--- config.mk ---
export PLATFORM = sky130hd
export DESIGN_NAME = timer_device
export DESIGN_NICKNAME = d
export VERILOG_FILES = /design/src/rtl/timer_device_pkg.sv /design/src/rtl/timer_prescaler.sv /design/src/rtl/timer_device.sv
export SDC_FILE = /design/constraint.sdc
export NUM_CORES = 1
export LEC_CHECK = 0
export CAP_MARGIN = 20
export CORE_MARGIN = 2
export CORE_UTILIZATION = 40
export CTS_CLUSTER_SIZE = 25
export DETAILED_ROUTE_END_ITERATION = 12
export PLACE_DENSITY = 0.64
export SLEW_MARGIN = 25
export SYNTH_ARGS = -nofsm -noshare
export SYNTH_HDL_FRONTEND = slang
export SYNTH_HIERARCHICAL = 1
export SYNTH_SLANG_ARGS = --single-unit
--- constraint.sdc ---
create_clock -name clk -period 4.35 [get_ports clk]
set_input_delay 0.6525 -clock clk [delete_from_list [all_inputs] [get_ports clk]]
set_output_delay 0.6525 -clock clk [all_outputs]
set_load 0.05 [all_outputs]
--- src/rtl/timer_device_pkg.sv ---
// Shared register map, CTRL field positions and FSM encoding for the countdown timer.
package timer_device_pkg;

  localparam logic [1:0] ADDR_CTRL   = 2'd0;
  localparam logic [1:0] ADDR_PRESET = 2'd1;
  localparam logic [1:0] ADDR_COUNT  = 2'd2;

  localparam int CTRL_EN      = 0;
  localparam int CTRL_MODE_LO = 1;
  localparam int CTRL_MODE_HI = 2;
  localparam int CTRL_IM      = 3;
  localparam int CTRL_BITS    = 4;

  localparam logic [1:0] MODE_ONESHOT = 2'b00;
  localparam logic [1:0] MODE_RELOAD  = 2'b01;

  typedef enum logic [1:0] {
    ST_IDLE = 2'd0,
    ST_LOAD = 2'd1,
    ST_CNT  = 2'd2,
    ST_INT  = 2'd3
  } state_t;

endpackage

--- src/rtl/timer_prescaler.sv ---
// Tick generator: one-cycle tick every PRESCALE cycles while clear is low.
module timer_prescaler #(
  parameter int PRESCALE = 1
) (
  input  logic clk,
  input  logic reset,
  input  logic clear,
  output logic tick
);

  localparam int PW = (PRESCALE > 1) ? $clog2(PRESCALE) : 1;
  localparam logic [PW-1:0] LAST = PW'(PRESCALE - 1);

  logic [PW-1:0] cnt;

  assign tick = !clear && (cnt == LAST);

  always_ff @(posedge clk or negedge reset) begin
    if (!reset) begin
      cnt <= '0;
    end else if (clear || tick) begin
      cnt <= '0;
    end else begin
      cnt <= cnt + PW'(1);
    end
  end

endmodule

--- src/rtl/timer_device.sv ---
// Memory-mapped countdown timer with one-shot / auto-reload modes and masked level irq.
// IDLE waits for EN, LOAD copies PRESET, CNT counts ticks down, INT raises the flag.
module timer_device
  import timer_device_pkg::*;
#(
  parameter int WIDTH    = 32,
  parameter int PRESCALE = 1
) (
  input  logic             clk,
  input  logic             reset,
  input  logic [1:0]       addr,
  input  logic             we,
  input  logic [WIDTH-1:0] wd,
  output logic [WIDTH-1:0] rd,
  output logic             irq
);

  logic [CTRL_BITS-1:0] ctrl;
  logic [WIDTH-1:0]     preset;
  logic [WIDTH-1:0]     count;
  logic                 irq_flag;
  state_t               state;

  logic wr_ctrl;
  logic wr_preset;
  logic en_next;
  logic one_shot;
  logic presc_clear;
  logic tick;

  assign wr_ctrl   = we && (addr == ADDR_CTRL);
  assign wr_preset = we && (addr == ADDR_PRESET);
  // EN as it will be after this edge, so a CTRL write starts LOAD on the same edge
  assign en_next   = wr_ctrl ? wd[CTRL_EN] : ctrl[CTRL_EN];
  assign one_shot  = (ctrl[CTRL_MODE_HI:CTRL_MODE_LO] != MODE_RELOAD);
  assign presc_clear = (state != ST_CNT);

  timer_prescaler #(
    .PRESCALE (PRESCALE)
  ) u_prescaler (
    .clk   (clk),
    .reset (reset),
    .clear (presc_clear),
    .tick  (tick)
  );

  always_ff @(posedge clk or negedge reset) begin
    if (!reset) begin
      ctrl     <= '0;
      preset   <= '0;
      count    <= '0;
      irq_flag <= 1'b0;
      state    <= ST_IDLE;
    end else begin
      if (wr_ctrl) ctrl <= wd[CTRL_BITS-1:0];
      if (wr_preset) preset <= wd;
      if (wr_ctrl || wr_preset) irq_flag <= 1'b0;

      case (state)
        ST_IDLE: begin
          if (en_next) state <= ST_LOAD;
        end
        ST_LOAD: begin
          count <= preset;
          state <= ST_CNT;
        end
        ST_CNT: begin
          if (!en_next) begin
            state <= ST_IDLE;
          end else if (tick) begin
            if (count > WIDTH'(1)) begin
              count <= count - WIDTH'(1);
            end else begin
              count <= '0;
              state <= ST_INT;
            end
          end
        end
        ST_INT: begin
          // the set overrides a same-cycle clearing write so no expiry is lost
          irq_flag <= 1'b1;
          if (one_shot) begin
            if (!wr_ctrl) ctrl[CTRL_EN] <= 1'b0;
            state <= ST_IDLE;
          end else begin
            state <= ST_LOAD;
          end
        end
        default: state <= ST_IDLE;
      endcase
    end
  end

  assign irq = irq_flag & ctrl[CTRL_IM];

  always_comb begin
    rd = '0;
    case (addr)
      ADDR_CTRL:   rd = {{(WIDTH-CTRL_BITS){1'b0}}, ctrl};
      ADDR_PRESET: rd = preset;
      ADDR_COUNT:  rd = count;
      default:     rd = '0;
    endcase
  end

endmodule

Word level (Yosys, flattened, before mapping) --
Index checks and enable logic that the tools add are counted.
Word-level totals: word-level logic and storage cells 55, register bits after elaboration 72, input port bits 37
Cells by class: add/sub/neg operators 2, $lt $le $gt $ge 1, muxes and demuxes 19, eq/ne operators 12, reduce and logical (&&, ||, !) cells 12, bitwise operators 2
Operators by type and width (number):
- two-way mux 32 bit | 3
- one-hot mux 32 bit (3 select lines) | 1
- one-hot mux 32 bit (2 select lines) | 1
- > comparator 32 x 1 -> 1 bit (second input constant) | 1
- subtractor 32 x 1 -> 32 bit (second input constant) | 1
- two-way mux 1 bit | 9
- two-way mux 2 bit | 4
- one-hot mux 2 bit (4 select lines) | 1
- equality test 2 bit (second input constant) | 3
- != test 2 bit (second input constant) | 3
- AND reduction 3 bit | 2
- equality test 2 x 1 -> 1 bit (second input constant) | 2
- zero test 2 bit | 2
- != test 2 x 1 -> 1 bit (second input constant) | 2
- nonzero test 2 bit | 2
- logical AND 1 bit | 3
- != test 3 x 2 -> 1 bit (second input constant) | 1
- != test 3 bit (second input constant) | 1
- logical OR 1 bit | 2
- adder 1 bit (second input constant) | 1
- AND 1 bit | 1
- zero test 1 bit | 1
- inverter 1 bit | 1

Depth between registers and ports, before layout --
word-level depth 6, mapped depth 11, gate-level depth less buffers 9

By module --
Netlist, hierarchy kept.
By module, submodules not included:
- timer_device | cells an instance 391, area each 3893.7 sq um, instances 1
- timer_prescaler | cells an instance 3, area each 32.5 sq um, instances 1

Worst setup path before layout --
No wires, ideal clock.
path type in2reg, start input port addr[1], end register count[19], setup time 0.126 ns, slack 1.457 ns, data required time 4.224 ns, cell stages on the path 7, arrival time 2.767 ns, cell sequence clkbuf_1 > nor3b_1 > mux2i_1 > or2_2 > clkbuf_1 > o21ai_1 > a221o_1
Between the ends: cells in the longest elaborated chain, start to end 5
Ends and longest elaborated chain:
- from (decl) | line timer_device.sv:11 | input logic [1:0] addr,
- zero test 2 bit | line timer_device.sv:31 | assign wr_ctrl = we && (addr == ADDR_CTRL);
- logical AND 1 bit | line timer_device.sv:31
- two-way mux 1 bit | line timer_device.sv:34 | assign en_next = wr_ctrl ? wd[CTRL_EN] : ctrl[CTRL_EN];
- != test 2 bit (no line)
- AND reduction 3 bit (no line)
- to (signal assigned) | line timer_device.sv:64 | count <= preset;
- to (signal assigned) | line timer_device.sv:72 | count <= count - WIDTH'(1);
- to (decl) | line timer_device.sv:20 | logic [WIDTH-1:0] count;
Every way passes these cells. A chain may end at the register's enable or synchronous reset.

Worst setup path in the final report --
start input port addr[1], end output port rd[13]
Between the ends: cells in the longest elaborated chain, start to end 2, elaborated cells between the ends (all ways) 4, those cells by class eq/ne: 2; mux: 1; reduce/logical: 1
Ends and longest elaborated chain:
- equality test 2 bit (tied with other cells) | line timer_device.sv:98 | case (addr)
- one-hot mux 32 bit (3 select lines) * | line timer_device.sv:98
- to (decl) | line timer_device.sv:14 | output logic [WIDTH-1:0] rd,
Mark *: on every way between the ends. The rest lies on a longest branch, timed or not.

==> run metrics <==
Nets=500; cells after synthesis=394; post-synthesis cell type count=57; period utilization=81.3%; drt drc=0; PD cells=616 nW/um2; status=completed; Synth Warn #=6; Area Overhead vs Synth=27.2%; Max clock buf depth=2; crit end category=output pin; Rel. slew slack=35.3%; register area=1800 um2; total CTS buffers=9; Critical R2R Launch=count[16]; CP dominant cell by count=clkdlybuf4s50_1; most common cell after layout, fill and taps aside=dfrtp_1; initial cell density of the core=40.7%; Final Non-Filler Cells=599; R2R depth=6; number of port buffers=69; wire per inst=17.3 um; min Tclk post-route=3.53 ns; Clock Skew=0.0130 ns; critical path class=in -> out; routability congestion estimate=0.823; DP HPWL=6920 um; placed insts=583; Max Cap Violations=0; syn nets=433; worst-skew pair later-pin latency=0.35 ns; clk root buf=clkbuf_8; delay-heaviest family, CP=buffers and inverters; Slew Viols, Final=0; final setup fails=0; fmax=283 MHz; Initial DRC Count=240; ant diodes=0; vias in the first global route=3405; Syn Std Cell Area=3930 um2; worst path buffer plus inverter count=3; Seq/Total Area, Yosys=45.9%; Crit Reg-Reg Endpoint=count[21]; largest net degree at the start of global routing=43; Rows=36; RSZ-0062 raised after global routing=false; multi-input logic area=1990 um2; layout cells sized above 1=18.7%; DR pass1 iterations=5; syn avg cell area=9.97 um2; Seq cells post-synth=72; CP max stage delay=0.80 ns; worst path cell trace=clkdlybuf4s50_1 -> nor2b_2 -> buf_4 -> a22o_1 -> clkdlybuf4s50_1; detailed-route wire length=10300 um; worst slew pin tran=0.966 ns; Lkg Pwr=2.02 nW; Die H=103 um; Fill cells=933; final hold vios=0; CTS tree=built; Via density=5.77; GRT Util Overall=20.8%; Post CTS Setup Buffer Count=0; Hold WC Path Type=in -> async; hold buffers post-CTS=0; I/O pins=70; CTS H-Tree Depth=3; die area=10600 um2; post-CTS sizing=0; Crit path required time=3.70 ns; Worst Path Arrival=2.88 ns; Post-synth top flop=dfrtp_1; CTS Sinks=72; Async S/R FF share, synth=100%; setup TNS=0 ns; Peak VDD IR=202 uV; initial antenna violation count=0; Post-synth EDFFs=0; Worst R2R Setup Slack=1.32 ns; maximum fanout along the worst path=28; first-pass GRT wire length=17300 um; most frequent cells in the layout=dfrtp_1 (72), clkdlybuf4s50_1 (54), mux2_2 (35); CP startpoint kind=input pin; Slowest-stage cell, CP=clkdlybuf4s50_1; Overflow after GRT=0; detailed-route via count=3454; Clock transition at path regs=0.08 ns; Placeable Area=9640 um2; DIE WIDTH=103 um; ANT nets after route=0
how the worst max path moves through the flow:
stage                 start   endpoint  slack, ns  cells after the start
floorplan           addr[1]  count[19]       1.46                      7
global placement    addr[1]     rd[27]       0.86                      5
detailed placement  addr[1]     rd[13]       0.81                      5
CTS                 addr[1]     rd[13]       0.80                      5
global route        addr[1]     rd[13]       0.67                      5
finish              addr[1]     rd[13]       0.82                      5
cell usage after synthesis, drive strengths merged (2+ instances only):
cell type	number	area [um2]
or2	2	12.5
or4	6	56.3
buf	6	35.0
nor2b	6	37.5
nand2b	2	12.5
nor3b	2	15.0
o21ai	30	150
nor3	13	65.1
mux2	35	394
o211ai	6	45.0
a32oi	3	26.3
o22ai	4	25.0
a221o	8	80.1
o2bb2ai	3	26.3
a22oi	11	82.6
a31oi	2	12.5
or3	6	37.5
ha	2	25.0
nand2	32	125
inv	10	37.5
nor4	6	37.5
nor2	21	78.8
a22o	29	254
o311ai	2	17.5
nand4	2	12.5
mux2i	5	50.1
nand4b	2	17.5
a21oi	17	85.1
and2	3	18.8
dfrtp	72	1800
clkbuf	19	71.3
nand3	11	55.1
worst reg2reg max path, cell delays in order, from the launching register on:
cell	delay [ns]
dfrtp_1	0.48
or4_4	0.59
or4_4	0.48
or4_4	0.59
nand2_2	0.34
o21ai_1	0.13
a221o_1	0.31
cell type report:
type | instances | share of cell area (%)
multi-input combinational | 287 | 39.8
clock buffer | 11 | 2.63
inverter | 10 | 0.752
clock inverter | 5 | 2.58
timing repair buffer | 81 | 14.9
tap | 133 | 3.33
sequential | 72 | 36.1
layer usage:
layer | up-vias | global-route usage, % | wire [um]
met1 | 1687 | 28.8 | 4940
met4 | 0 | 7.09 | 96
met2 | 122 | 33.4 | 4820
met5 | - | 0 | 0
li1 | 1637 | - | -
met3 | 8 | 3.32 | 477
state kept, by name, summed over array words and instances, names as in the netlist:
register and flops:
irq_flag 1, ctrl 4, state 2, preset 32, u_prescaler/cnt 1, count 32
report_power, final:
group	total, mW	leakage, nW	internal [mW]	switching [mW]
Sequential	1.18	0.862	0.898	0.280
Clock	0.704	0.128	0.441	0.263
Combinational	1.19	1.03	0.505	0.690
per-stage QoR:
stage	total power [mW]	area (um2)	hold WS [ns]	util, %	setup slack, ns
floorplan	1.98	3930	0.357	-	1.46
CTS	3.08	4990	0.476	51.8	0.803
detailed placement	2.38	4730	0.517	49.1	0.805
finish	3.08	4990	0.280	51.8	0.815
global placement	2.34	4730	0.502	49.1	0.856
global route	3.26	4990	0.309	51.8	0.670
logic make-up after synthesis:
kind of cell / synth area share [%]
AO/OA/AOI/OAI: 23.0
adder cells (fa/ha/maj): 0.637
buffers and inverters: 3.66
flip-flops: 45.9
multiplexers: 11.3
other: 0.0955
AND/OR/NAND/NOR: 15.4
(Power assumes the default switching activity.)
